`src/rtl/comm_pkg.sv`:
```
// Shared types and constants for the comm timing controller and its strobe generator.
// Holds the FSM state encoding, the fixed strobe dividers and the phase-match decode values.
package comm_pkg;

  typedef enum logic [2:0] {
    IDLE,
    SETTLE,
    CLEAR,
    MEASURE,
    DONE
  } state_t;

  localparam int INT_DIV = 2;
  localparam int SAM_DIV = 4;
  localparam int SYM_DIV = 16;
  localparam int PHASE_W = $clog2(SYM_DIV);

  // Each divider is a power of two, so a strobe fires when its low phase bits are all ones.
  localparam logic [PHASE_W-1:0] INT_MATCH = PHASE_W'(INT_DIV - 1);
  localparam logic [PHASE_W-1:0] SAM_MATCH = PHASE_W'(SAM_DIV - 1);
  localparam logic [PHASE_W-1:0] SYM_MATCH = PHASE_W'(SYM_DIV - 1);

  function automatic logic strobe_hit(input logic [PHASE_W-1:0] phase,
                                      input logic [PHASE_W-1:0] match);
    return (phase & match) == match;
  endfunction

endpackage

```
`src/rtl/comm_timing_ctrl_if.sv`:
```
// Control/status bundle between the timing controller and its user.
// The master side issues run requests; the slave side (the controller) returns strobes and status.
interface comm_timing_ctrl_if
  import comm_pkg::*;
#(
  parameter int SYM_CNT_W = 20
);

  logic                 start;
  logic                 abort;
  logic [SYM_CNT_W-1:0] meas_len;
  logic                 clk_int;
  logic                 sam_clk;
  logic                 sym_clk;
  logic [PHASE_W-1:0]   phase;
  logic                 clear_accum;
  logic                 accum_en;
  logic                 busy;
  logic                 done;
  logic [SYM_CNT_W-1:0] sym_cnt;

  modport master (
    output start, abort, meas_len,
    input  clk_int, sam_clk, sym_clk, phase, clear_accum, accum_en, busy, done, sym_cnt
  );

  modport slave (
    input  start, abort, meas_len,
    output clk_int, sam_clk, sym_clk, phase, clear_accum, accum_en, busy, done, sym_cnt
  );

endinterface

```
`src/rtl/comm_strobe_gen.sv`:
```
// Free-running sub-symbol phase counter with clk_int/sam_clk/sym_clk enable decode.
// Strobes are combinational on the registered phase, one clk wide; no backpressure, only reset stops it.
module comm_strobe_gen
  import comm_pkg::*;
(
  input  logic               clk,
  input  logic               reset,
  output logic [PHASE_W-1:0] phase,
  output logic               clk_int,
  output logic               sam_clk,
  output logic               sym_clk
);

  logic [PHASE_W-1:0] phase_q;
  logic [PHASE_W-1:0] phase_d;

  always_comb begin
    phase_d = phase_q + PHASE_W'(1);
  end

  always_ff @(posedge clk) begin
    if (reset) begin
      phase_q <= '0;
    end else begin
      phase_q <= phase_d;
    end
  end

  assign phase   = phase_q;
  assign clk_int = strobe_hit(phase_q, INT_MATCH);
  assign sam_clk = strobe_hit(phase_q, SAM_MATCH);
  assign sym_clk = strobe_hit(phase_q, SYM_MATCH);

endmodule

```
`src/rtl/comm_timing_ctrl.sv`:
```
// Measurement-run sequencer (settle, clear, measure, done) driven by symbol ticks from comm_strobe_gen.
// Outputs are registered one edge after the deciding input; start is ignored while busy, abort wins always.
module comm_timing_ctrl
  import comm_pkg::*;
#(
  parameter int SYM_CNT_W   = 20,
  parameter int SETTLE_SYMS = 64
) (
  input  logic                     clk,
  input  logic                     reset,
  comm_timing_ctrl_if.slave        bus
);

  localparam int SETTLE_W = $clog2(SETTLE_SYMS + 1);
  localparam logic [SETTLE_W-1:0] SETTLE_LAST = SETTLE_W'(SETTLE_SYMS - 1);

  logic sym_tick;

  comm_strobe_gen u_strobe (
    .clk     (clk),
    .reset   (reset),
    .phase   (bus.phase),
    .clk_int (bus.clk_int),
    .sam_clk (bus.sam_clk),
    .sym_clk (sym_tick)
  );

  assign bus.sym_clk = sym_tick;

  state_t               state_q,      state_d;
  logic [SYM_CNT_W-1:0] len_q,        len_d;
  logic [SETTLE_W-1:0]  settle_cnt_q, settle_cnt_d;
  logic [SYM_CNT_W-1:0] sym_cnt_q,    sym_cnt_d;
  logic                 busy_q,       busy_d;
  logic                 done_q,       done_d;
  logic                 clear_accum_q, clear_accum_d;
  logic                 accum_en_q,   accum_en_d;
  logic [SYM_CNT_W-1:0] sym_cnt_inc;

  always_comb begin
    state_d      = state_q;
    len_d        = len_q;
    settle_cnt_d = settle_cnt_q;
    sym_cnt_d    = sym_cnt_q;
    sym_cnt_inc  = sym_cnt_q + SYM_CNT_W'(1);

    if (bus.abort) begin
      state_d = IDLE;
    end else begin
      unique case (state_q)
        IDLE, DONE: begin
          if (bus.start) begin
            state_d      = SETTLE;
            // A zero-length request still measures one symbol so done always means data.
            len_d        = (bus.meas_len == '0) ? SYM_CNT_W'(1) : bus.meas_len;
            settle_cnt_d = '0;
            sym_cnt_d    = '0;
          end
        end
        SETTLE: begin
          if (sym_tick) begin
            if (settle_cnt_q == SETTLE_LAST) begin
              state_d = CLEAR;
            end else begin
              settle_cnt_d = settle_cnt_q + SETTLE_W'(1);
            end
          end
        end
        CLEAR: begin
          if (sym_tick) begin
            state_d = MEASURE;
          end
        end
        MEASURE: begin
          if (sym_tick) begin
            sym_cnt_d = sym_cnt_inc;
            if (sym_cnt_inc == len_q) begin
              state_d = DONE;
            end
          end
        end
        default: state_d = IDLE;
      endcase
    end

    // Status is decoded from the next state so it lines up with the state register.
    busy_d        = (state_d == SETTLE) || (state_d == CLEAR) || (state_d == MEASURE);
    done_d        = (state_d == DONE);
    clear_accum_d = (state_d == CLEAR);
    accum_en_d    = (state_d == MEASURE);
  end

  always_ff @(posedge clk) begin
    if (reset) begin
      state_q       <= IDLE;
      len_q         <= SYM_CNT_W'(1);
      settle_cnt_q  <= '0;
      sym_cnt_q     <= '0;
      busy_q        <= 1'b0;
      done_q        <= 1'b0;
      clear_accum_q <= 1'b0;
      accum_en_q    <= 1'b0;
    end else begin
      state_q       <= state_d;
      len_q         <= len_d;
      settle_cnt_q  <= settle_cnt_d;
      sym_cnt_q     <= sym_cnt_d;
      busy_q        <= busy_d;
      done_q        <= done_d;
      clear_accum_q <= clear_accum_d;
      accum_en_q    <= accum_en_d;
    end
  end

  assign bus.busy        = busy_q;
  assign bus.done        = done_q;
  assign bus.clear_accum = clear_accum_q;
  assign bus.accum_en    = accum_en_q;
  assign bus.sym_cnt     = sym_cnt_q;

endmodule

```
`src/flat_wrapper.sv`:
```
// flat-port wrapper written by rule: the top's interface ports become plain ports
module comm_timing_ctrl_flat import comm_pkg::*;
#(
  parameter int SYM_CNT_W   = 20,
  parameter int SETTLE_SYMS = 64
)
  (clk, reset, bus_start, bus_abort, bus_meas_len, bus_clk_int, bus_sam_clk, bus_sym_clk, bus_phase, bus_clear_accum, bus_accum_en, bus_busy, bus_done, bus_sym_cnt);
  comm_timing_ctrl_if #(.SYM_CNT_W(SYM_CNT_W)) bus_i ();
  input  logic clk;
  input  logic reset;
  input wire logic [$bits(bus_i.start)-1:0] bus_start;
  input wire logic [$bits(bus_i.abort)-1:0] bus_abort;
  input wire logic [$bits(bus_i.meas_len)-1:0] bus_meas_len;
  output wire logic [$bits(bus_i.clk_int)-1:0] bus_clk_int;
  output wire logic [$bits(bus_i.sam_clk)-1:0] bus_sam_clk;
  output wire logic [$bits(bus_i.sym_clk)-1:0] bus_sym_clk;
  output wire logic [$bits(bus_i.phase)-1:0] bus_phase;
  output wire logic [$bits(bus_i.clear_accum)-1:0] bus_clear_accum;
  output wire logic [$bits(bus_i.accum_en)-1:0] bus_accum_en;
  output wire logic [$bits(bus_i.busy)-1:0] bus_busy;
  output wire logic [$bits(bus_i.done)-1:0] bus_done;
  output wire logic [$bits(bus_i.sym_cnt)-1:0] bus_sym_cnt;
  assign bus_i.start = bus_start;
  assign bus_i.abort = bus_abort;
  assign bus_i.meas_len = bus_meas_len;
  assign bus_clk_int = bus_i.clk_int;
  assign bus_sam_clk = bus_i.sam_clk;
  assign bus_sym_clk = bus_i.sym_clk;
  assign bus_phase = bus_i.phase;
  assign bus_clear_accum = bus_i.clear_accum;
  assign bus_accum_en = bus_i.accum_en;
  assign bus_busy = bus_i.busy;
  assign bus_done = bus_i.done;
  assign bus_sym_cnt = bus_i.sym_cnt;
  comm_timing_ctrl #(.SYM_CNT_W(SYM_CNT_W), .SETTLE_SYMS(SETTLE_SYMS)) u_core (.clk(clk), .reset(reset), .bus(bus_i));
endmodule
```
`config.mk`:
```
export PLATFORM = sky130hd
export DESIGN_NAME = comm_timing_ctrl_flat
export DESIGN_NICKNAME = d
export VERILOG_FILES = /design/src/rtl/comm_pkg.sv /design/src/rtl/comm_timing_ctrl_if.sv /design/src/rtl/comm_strobe_gen.sv /design/src/rtl/comm_timing_ctrl.sv /design/src/flat_wrapper.sv
export SDC_FILE = /design/constraint.sdc
export NUM_CORES = 1
export LEC_CHECK = 0
export BUFFER_PORTS_ARGS = -buffer_cell sky130_fd_sc_hd__buf_2
export CORE_ASPECT_RATIO = 0.5
export CORE_UTILIZATION = 35
export DETAILED_ROUTE_END_ITERATION = 8
export PLACE_DENSITY_LB_ADDON = 0.15
export SLEW_MARGIN = 40
export SYNTH_ARGS = -nofsm -noshare
export SYNTH_HDL_FRONTEND = slang
export SYNTH_SLANG_ARGS = --single-unit
```
`constraint.sdc`:
```
create_clock -name clk -period 2.1 [get_ports clk]
set_input_delay 0.105 -clock clk [delete_from_list [all_inputs] [get_ports clk]]
set_output_delay 0.105 -clock clk [all_outputs]
set_load 0.005 [all_outputs]
```
### After elaboration in Yosys (flattened, before gate mapping)

Cells that the tools add are included.

| storage, ports and cells | value |
|---|---|
| register bits | 58 |
| input port bits | 24 |
| output and inout port bits | 31 |
| word-level logic and storage cells | 55 |

| operators by class | value |
|---|---|
| $add $sub $neg | 3 |
| eq/ne operators | 16 |
| muxes and demuxes | 16 |
| bitwise gates (word level) | 1 |
| reduce and logical (&&, ||, !) cells | 10 |

Operators by type and width:

| operator | number |
|---|---|
| 20-bit 2-to-1 mux | 3 |
| 20-bit case mux with 2 select lines | 1 |
| 3-bit 2-to-1 mux | 7 |
| 7-bit 2-to-1 mux | 3 |
| 20-bit by 1-bit adder with 20-bit output, second input constant | 1 |
| 20-bit equality test | 1 |
| 20-bit zero test | 1 |
| 7-bit case mux with 2 select lines | 1 |
| 3-bit by 2-bit equality test with 1-bit output, second input constant | 4 |
| 3-bit case mux with 4 select lines | 1 |
| 2-bit inequality test, second input constant | 4 |
| 7-bit by 1-bit adder with 7-bit output, second input constant | 1 |
| 7-bit by 6-bit equality test with 1-bit output, second input constant | 1 |
| 3-bit by 1-bit equality test with 1-bit output, second input constant | 2 |
| 3-bit equality test, second input constant | 2 |
| 5-bit AND reduction | 1 |
| 4-bit by 1-bit adder with 4-bit output, second input constant | 1 |
| 4-bit equality test, second input constant | 1 |
| 4-bit AND reduction | 1 |
| 2-bit nonzero test | 2 |
| 3-bit zero test | 1 |
| 3-bit AND reduction | 1 |
| 2-bit equality test, second input constant | 1 |
| 1-bit logical OR | 2 |
| 2 further kinds | 2 |

### Depth between registers and ports, before layout

Gate-level depths: netlist of the first run.

| logic depth | value |
|---|---|
| word-level depth | 9 |
| depth in mapped cells | 9 |
| depth with buffers taken out | 9 |

### By module

Synthesis of the first run repeated with hierarchy kept, for this count alone.

| unflattened totals | value |
|---|---|
| cell total of the unflattened synthesis | 413 |
| area, all modules | 3296.9 µm² |

By module, submodules not included:

| module | times used | cells each | area an instance (µm²) | seq. area each (µm²) |
|---|---|---|---|---|
| comm_timing_ctrl | 1 | 398 | 3136.8 | 1081.0 |
| comm_strobe_gen | 1 | 15 | 160.2 | 80.1 |

### Worst setup path before layout of the first run

Ideal clock, no wire load.

| timing path | value |
|---|---|
| path type | reg2reg |
| start | register u_core.sym_cnt_q[0] (netlist: u_core.bus.sym_cnt[0]) |
| end | register u_core.busy_q (netlist: u_core.bus.busy) |
| setup time | 0.128 ns |
| data arrival time | 2.138 ns |
| required time | 1.972 ns |
| slack | -0.166 ns |
| stages on the path, launching flop included | 9 |
| path buffers | 0 |
| clock period less this slack | 2.266 ns |
| cells stage by stage | dfxtp_1 -> ha_1 -> nand4_2 -> nor4_2 -> a21oi_1 -> a31oi_1 -> nand4bb_1 -> nor4_1 -> nor2_1 |

| between the ends | value |
|---|---|
| cells in the longest elaborated chain, start to end | 9 |
| elaborated cells between the ends (all ways) | 11 |
| those cells by class | 1 x add/sub; 4 x eq/ne; 4 x mux; 2 x reduce/logical |

Ends and longest elaborated chain:

| item | RTL line | source |
|---|---|---|
| start, declared | comm_timing_ctrl.sv:33 | `logic [SYM_CNT_W-1:0] sym_cnt_q, sym_cnt_d;` |
| start signal, assigned | comm_timing_ctrl.sv:107 | `sym_cnt_q <= sym_cnt_d;` |
| 20-bit by 1-bit adder with 20-bit output * | comm_timing_ctrl.sv:45 | `sym_cnt_inc = sym_cnt_q + SYM_CNT_W'(1);` |
| 20-bit equality test * | comm_timing_ctrl.sv:77 | `if (sym_cnt_inc == len_q) begin` |
| 3-bit 2-to-1 mux * | comm_timing_ctrl.sv:77 |  |
| 3-bit 2-to-1 mux * | comm_timing_ctrl.sv:75 | `if (sym_tick) begin` |
| 3-bit case mux with 4 select lines * | comm_timing_ctrl.sv:50 | `unique case (state_q)` |
| 3-bit 2-to-1 mux * | comm_timing_ctrl.sv:47 | `if (bus.abort) begin` |
| 3-bit by 1-bit equality test with 1-bit output or 3-bit by 2-bit equality test with 1-bit output (tied branches) | comm_timing_ctrl.sv:87 | `busy_d = (state_d == SETTLE) \|\| (state_d == CLEAR) \|\| (state_d == MEASURE);` |
| 1-bit logical OR | comm_timing_ctrl.sv:87 |  |
| 1-bit logical OR * | comm_timing_ctrl.sv:87 |  |
| end signal, assigned | comm_timing_ctrl.sv:108 | `busy_q <= busy_d;` |
| end, declared | comm_timing_ctrl.sv:34 | `logic busy_q, busy_d;` |

Mark *: on every way between the ends. The rest lies on a longest branch, timed or not.
A chain may end at the register's enable or synchronous reset.

### Worst setup path in the final report of the first run

| timing path | value |
|---|---|
| start | register u_core.sym_cnt_q[0] (netlist: u_core.bus.sym_cnt[0]) |
| end | register u_core.state_q[1] |

| between the ends | value |
|---|---|
| cells in the longest elaborated chain, start to end | 6 |

Ends and longest elaborated chain:

| item | RTL line | source |
|---|---|---|
| 20-bit by 1-bit adder with 20-bit output | comm_timing_ctrl.sv:45 |  |
| 20-bit equality test | comm_timing_ctrl.sv:77 |  |
| 3-bit 2-to-1 mux | comm_timing_ctrl.sv:77 |  |
| 3-bit 2-to-1 mux | comm_timing_ctrl.sv:75 |  |
| 3-bit case mux with 4 select lines | comm_timing_ctrl.sv:50 |  |
| 3-bit 2-to-1 mux | comm_timing_ctrl.sv:47 |  |
| end signal, assigned | comm_timing_ctrl.sv:104 | `state_q <= state_d;` |
| end, declared | comm_timing_ctrl.sv:30 | `state_t state_q, state_d;` |

No other way between the ends.

==> results of run 1 <==
[flip-flops by register name, indices dropped and copies added, names as in the netlist]
signal and count:
u_core.bus.accum_en 1, u_core.state_q 3, u_core.u_strobe.phase 4, u_core.settle_cnt_q 7, u_core.bus.busy 1, u_core.bus.sym_cnt 20, u_core.len_q 20, u_core.bus.clear_accum 1
u_core.bus.done 1
[routing by layer]
metal	routed length (um)	share of wire, %	vias up	track usage, %
li1	-	-	1724	-
met1	5410	54	1579	32.5
met2	3890	39	117	28.9
met3	649	6.5	12	5.96
met4	114	1.1	0	7.65
met5	0	0	-	0
[layout make-up]
class | instances | area [um2] | share of cell area, %
Clock inverter | 2 | 37.5 | 0.837
Multi-Input combinational cell | 341 | 2110 | 47.0
Clock buffer | 12 | 256 | 5.72
Timing Repair Buffer | 114 | 724 | 16.2
Sequential cell | 58 | 1190 | 26.6
Inverter | 4 | 15.0 | 0.335
Tap cell | 117 | 146 | 3.26
[power by group]
part	internal [mW]	switching, mW	leakage, nW
clock network	0.968	0.500	0.141
logic	0.0884	0.122	1.21
registers	1.12	0.0251	0.479
total	2.17	0.648	1.83
[synthesized netlist by cell type (5+ instances only)]
library cell	n	area (um2)
nand3b_1	5	37.5
nor2_1	43	161
dfxtp_1	58	1160
nor3_1	16	80.1
a31oi_1	7	43.8
xnor2_1	17	149
a21oi_1	47	235
nand3_1	13	65.1
nand4_1	9	56.3
nand2_1	59	221
nor3b_1	6	45.0
or3_1	8	50.1
clkbuf_1	18	67.6
nand2b_1	9	56.3
nor4_1	6	37.5
buf_2	7	35.0
nor2b_1	8	50.1
o21ai_0	22	110
xor2_1	11	96.3
[worst paths after layout]
kind | endpoint | slack, ps | startpoint | depth (start not counted)
setup / recovery | u_core.state_q[1] | -30 | u_core.bus.sym_cnt[0] | 9
hold / removal | u_core.len_q[7] | 20 | bus_meas_len[7] | 3
setup reg to reg | u_core.state_q[1] | -30 | u_core.bus.sym_cnt[0] | 9
hold reg to reg | u_core.len_q[18] | 470 | u_core.len_q[18] | 2
[placed cells by master (no fill, tap or decap), types with 6 or more instances in the layout]
cell type / n
dfxtp_1: 45
nor2_1: 43
buf_4: 59
clkbuf_16: 9
buf_2: 54
xor2_1: 11
xnor2_1: 16
a31oi_1: 7
o21ai_0: 22
nor3_1: 12
nand4_1: 9
or3_1: 8
nand2_1: 59
nor2b_1: 8
nand2b_1: 9
dfxtp_2: 6
a21oi_1: 47
nand3_1: 10
dfxtp_4: 7
[kinds of logic (layout without fill, tap and decap cells)]
kind of cell / Yosys count / in the layout / share of synthesized area (%)
compound gates: 101 / 101 / 17.9
xor+xnor: 28 / 28 / 7.41
fa+ha+maj: 3 / 3 / 1.13
buf+inv: 35 / 132 / 4.73
flops: 58 / 58 / 35.1
mux: 3 / 3 / 0.946
simple gates: 206 / 206 / 32.8
[critical path, stage by stage, from the launching register on]
cell and delay (ps):
dfxtp_4 390, ha_4 170, nand4_4 140, nor4_4 270
xnor2_1 110, a211oi_2 190, o2111ai_2 200, buf_4 200
nor4_4 260, nor2_1 70
[what timing repair did]
item / CTS / global route
pin swaps: 6 / 9
resized for setup: 17 / 19
buffers inserted: 2 / 5
hold endpoints to repair: 0 / 0
endpoints found under the setup margin: 6 / 17
==> impl_metrics.ini, run 1 <==
[outcome]
status = finished, violations left
violations = setup timing

[clock_tree]
root_buffer = clkbuf_16
clock_path_buffers = 2
clock_latency_ps = 330
cts_inserted_buffers = 9
hold_buffers = 0
path_clk_slew_ps = 50
htreeDepth = 3
tritoncts = yes
clock-sinks = 58

[drt]
wirelength_um = 10100
vias = 3432
wl_per_cell_um = 15.5
viasPerCell = 5.30
drc_errors = 0
drt_pass1_iterations = 5
drtAntennaViolNets = 0
drt_iter0_markers = 193

[layout]
area.growth.synth_to_final_pct = 35.6
fillers = 927
drive_gt1_share_pct = 31.5
diodes = 0
final_util_pct = 50.1
final_net_count = 555
fin_area_mm2 = 0.00448
instances_no_fill = 648

[yosys]
syn_inst = 434
synth-seq-area-share_pct = 35.1
synth_cell_types = 58
syn-num-nets = 461
syn_area_per_cell_um2 = 7.62
async_reset_ff_share_pct = 0
netlist_area_mm2 = 0.00331
synth-edff-count = 0
ys_warn_count = 0
synth_ff_type = dfxtp_1
ys_ff_latch = 58

[power]
vdd_drop_max_mv = 0.275
p_per_area_mw_per_mm2 = 629
total_power_mw = 2.82
leakage_nw = 1.83

[placed_design]
gp_congestion = 0.889
pre_cts_ws_ps = -120
portBuffers = 54
dp_hpwl_um = 7270
placed_cells = 627
placed_area_mm2 = 0.00402

[job]
cap_violations = 0

[timing]
setup_viol = 2
max_freq_ghz = 0.470
holdWs_ps = 24.9
hold_viol_final = 0
worstMarginPinSlew_ps = 668
rsz0062_at_grt = yes
fin_crit_ps = 2130
drv_slew = 0
slew_headroom_pct = 55.4
fin_tns_setup_ps = -54.7
postLayoutSetupSlackWorst_ps = -29.1
min_period_over_period_pct = 101
fin_skew_ps = 5.07

[worst_setup_path]
critPathCaptureType = flip-flop
worst_ep_arrival_time_ps = 2330
cp-start-kind = flip-flop
worstPathRequired_ps = 2300
worstPathMaxFanout = 5
critPathKind = reg -> reg

[die]
row_count = 24
die_h_um = 70.7
start_util_pct = 37.0
design.core.area_mm2 = 0.00895
die_x_um = 139
dieArea_mm2 = 0.00987
ioPinCount = 55

[global_route]
antenna_found_initial = 0
grt_pass1_wl_um = 16100
grt_pass1_vias = 3054
grt_overflow_total = 0
grt_util_all_layers_pct = 21.7
grt_max_degree = 50

[worst_hold_path]
hp-class = in -> reg
Power figures use the tool's default switching activity.
==> inputs of run 2 (changes only) <==
--- a/config.mk
+++ b/config.mk
@@ -5,12 +5,15 @@
 export SDC_FILE = /design/constraint.sdc
 export NUM_CORES = 1
 export LEC_CHECK = 0
+export ABC_AREA = 1
 export BUFFER_PORTS_ARGS = -buffer_cell sky130_fd_sc_hd__buf_2
 export CORE_ASPECT_RATIO = 0.5
 export CORE_UTILIZATION = 35
 export DETAILED_ROUTE_END_ITERATION = 8
+export GPL_TIMING_DRIVEN = 0
 export PLACE_DENSITY_LB_ADDON = 0.15
 export SLEW_MARGIN = 40
 export SYNTH_ARGS = -nofsm -noshare
 export SYNTH_HDL_FRONTEND = slang
 export SYNTH_SLANG_ARGS = --single-unit
+export TNS_END_PERCENT = 50
==> run 2 against run 1 <==
- the flow now finishes without violations
- clock skew about the same
- non-clock buffer count down 40
- combinational power up 11%
- final area down 8.7%
==> impl_metrics.ini, run 2 <==
[placed_design]
placed_cells = 661
pre_cts_ws_ps = -428
dp_hpwl_um = 7090
gp_congestion = 0.864
portBuffers = 54
placed_area_mm2 = 0.00359

[yosys]
synth_cell_types = 28
syn_inst = 490
ys_warn_count = 0
yosysMostFrequentCell = nand2_1
synth_ff_type = dfxtp_1
syn_area_per_cell_um2 = 6.48
ys_ff_latch = 58
async_reset_ff_share_pct = 0
synthDominantCellAreaShare_pct = 36.5
synth_common_cells = nand2_1, nor2_1, inv_1
synth-seq-area-share_pct = 36.5
netlist_area_mm2 = 0.00318
synth-edff-count = 0
synth.area.top_cells = dfxtp_1, nand2_1, nor2_1
yosys.area.top_type = dfxtp_1
syn-num-nets = 517

[worst_setup_path]
cp_top_family = simple AND/OR/NAND/NOR gates
critPathCaptureType = flip-flop
cpMostUsedCell = nand2_1
r2r_start = u_core.bus.sym_cnt[0]
worstPathMaxFanout = 5
cp_num_buf_inv = 0
worstPathRequired_ps = 2290
worst_ep_arrival_time_ps = 2290
max_stage_delay_ps = 380
crit_chain = ha_4, nand2_4, nor2_4, nand2_1, nand2_1, nand2_1, nand2_1, nand3_1, nor2_1, nand3_1, nor2_4, nand3_2, nand2_2, nand2_2, nand2_2, a21oi_1
slowest_stage = dfxtp_4
cp-start-kind = flip-flop
critPathKind = reg -> reg
critPathLaunch = u_core.bus.sym_cnt[0]

[global_route]
grt_max_degree = 11
grt_pass1_wl_um = 15600
grt_overflow_total = 0
grt_pass1_vias = 3117
grt_util_all_layers_pct = 22.1
antenna_found_initial = 0

[die]
dieArea_mm2 = 0.00948
start_util_pct = 36.2
ioPinCount = 55
die_x_um = 137
design.core.area_mm2 = 0.00877
row_count = 24
die_h_um = 69.4

[timing]
fin_crit_ps = 2100
min_period_over_period_pct = 99.9
setup_viol = 0
rsz0062_at_grt = yes
hold_viol_final = 0
fin_skew_ps = 5.54
worstMarginPinSlew_ps = 703
slew_headroom_pct = 53.1
max_freq_ghz = 0.476
postLayoutSetupSlackWorst_ps = 1.26
drv_slew = 0

[drt]
drc_errors = 0
wirelength_um = 9510
vias = 3353
wl_per_cell_um = 13.9
drtAntennaViolNets = 0
drt_pass1_iterations = 4
viasPerCell = 4.90
drt_iter0_markers = 233

[worst_hold_path]
worstHoldStart = bus_meas_len[6]
hp-class = in -> reg

[clock_tree]
cts_inserted_buffers = 9
clock-sinks = 58
htreeDepth = 3
clock_latency_ps = 330
root_buffer = clkbuf_16
path_clk_slew_ps = 50
tritoncts = yes
clock_path_buffers = 2

[layout]
final_common_cell = nand2_1
instances_no_fill = 684
multi_input_comb_area_mm2 = 0.00186
seqCellArea_mm2 = 0.00119
fin_area_mm2 = 0.00410
area.growth.synth_to_final_pct = 28.9
layout_common_cells = nand2_1, inv_1, nor2_1, buf_2, dfxtp_1
fillers = 924
drive_gt1_share_pct = 24.7
final_net_count = 589
diodes = 0

[power]
total_power_mw = 2.79
vdd_drop_max_mv = 0.402
p_per_area_mw_per_mm2 = 682
leakage_nw = 1.73

[job]
cap_violations = 0

[outcome]
status = complete, no violations
run 2: cell types whose count changed after synthesis, moves of 9 or more:
| cell | change |
|---|---|
| a21oi_1 | -10 |
| nand3_1 | +25 |
| nand2b_1 | -9 |
| xnor2_1 | -15 |
| inv_1 | +58 |
| nor3_1 | -11 |
| xor2_1 | -10 |
| nor2_1 | +20 |
| nand2_1 | +69 |
run 2: path summary, 6_finish.rpt:
check,end,cells past startpoint,slack [ps]
worst max-delay path,u_core.bus.busy,16,1
worst min register to register,u_core.settle_cnt_q[6],1,450
worst min-delay path,u_core.len_q[6],3,20
worst max register to register,u_core.bus.busy,16,1
run 2: layout make-up:
class | count | area share (%)
clock buffer | 12 | 6.26
sequential | 58 | 29.0
buffer | 13 | 1.53
tap | 117 | 3.57
inverter | 62 | 5.68
clock inverter | 4 | 0.642
timing repair buffer | 61 | 7.94
multi-input combinational | 357 | 45.3
run 2: kinds of logic (layout without fill, tap and decap cells):
family,Yosys count,count (layout),synth area share (%)
adders and majority gates,3,3,1.18
DFF,58,58,36.5
and+or+nand+nor,274,274,38.7
buffers and inverters,75,152,9.10
AOI/OAI and AO/OA,76,76,12.9
xor gates and xnor gates,4,4,1.58
run 2: metal layers:
metal | share of wire [%] | wire length (um) | track usage, %
met5 | 0 | 0 | 0
met4 | 1.3 | 119 | 6.91
met3 | 5.9 | 557 | 6.07
met2 | 43 | 4070 | 33.6
met1 | 50 | 4760 | 30.2
run 2: worst min-delay path, stage by stage:
cell and delay (ps):
buf_2 90, nor2_1 40, nor2_1 80
run 2: where the power goes:
part / internal, mW / switching (mW)
registers: 1.13 / 0.0271
clock network: 0.860 / 0.539
logic: 0.0874 / 0.148
total: 2.08 / 0.713
run 2: repair_timing:
item	in CTS	in global routing
pin swaps	17	9
buffers inserted	4	2
endpoints found under the setup margin	30	31
hold endpoints to repair	2	0
hold buffers	1	0
resized for setup	31	27
cloned	0	0
run 2: per-stage QoR:
step                      utilization, %  hold WS, ps  setup TNS (ps)
after floorplan                        -          183               0
after global placement              41.0          349           -8250
after detailed placement            41.0          354           -8400
after CTS                           45.8         17.1               0
after global routing                46.7         40.9            -915
final                               46.7         23.1               0
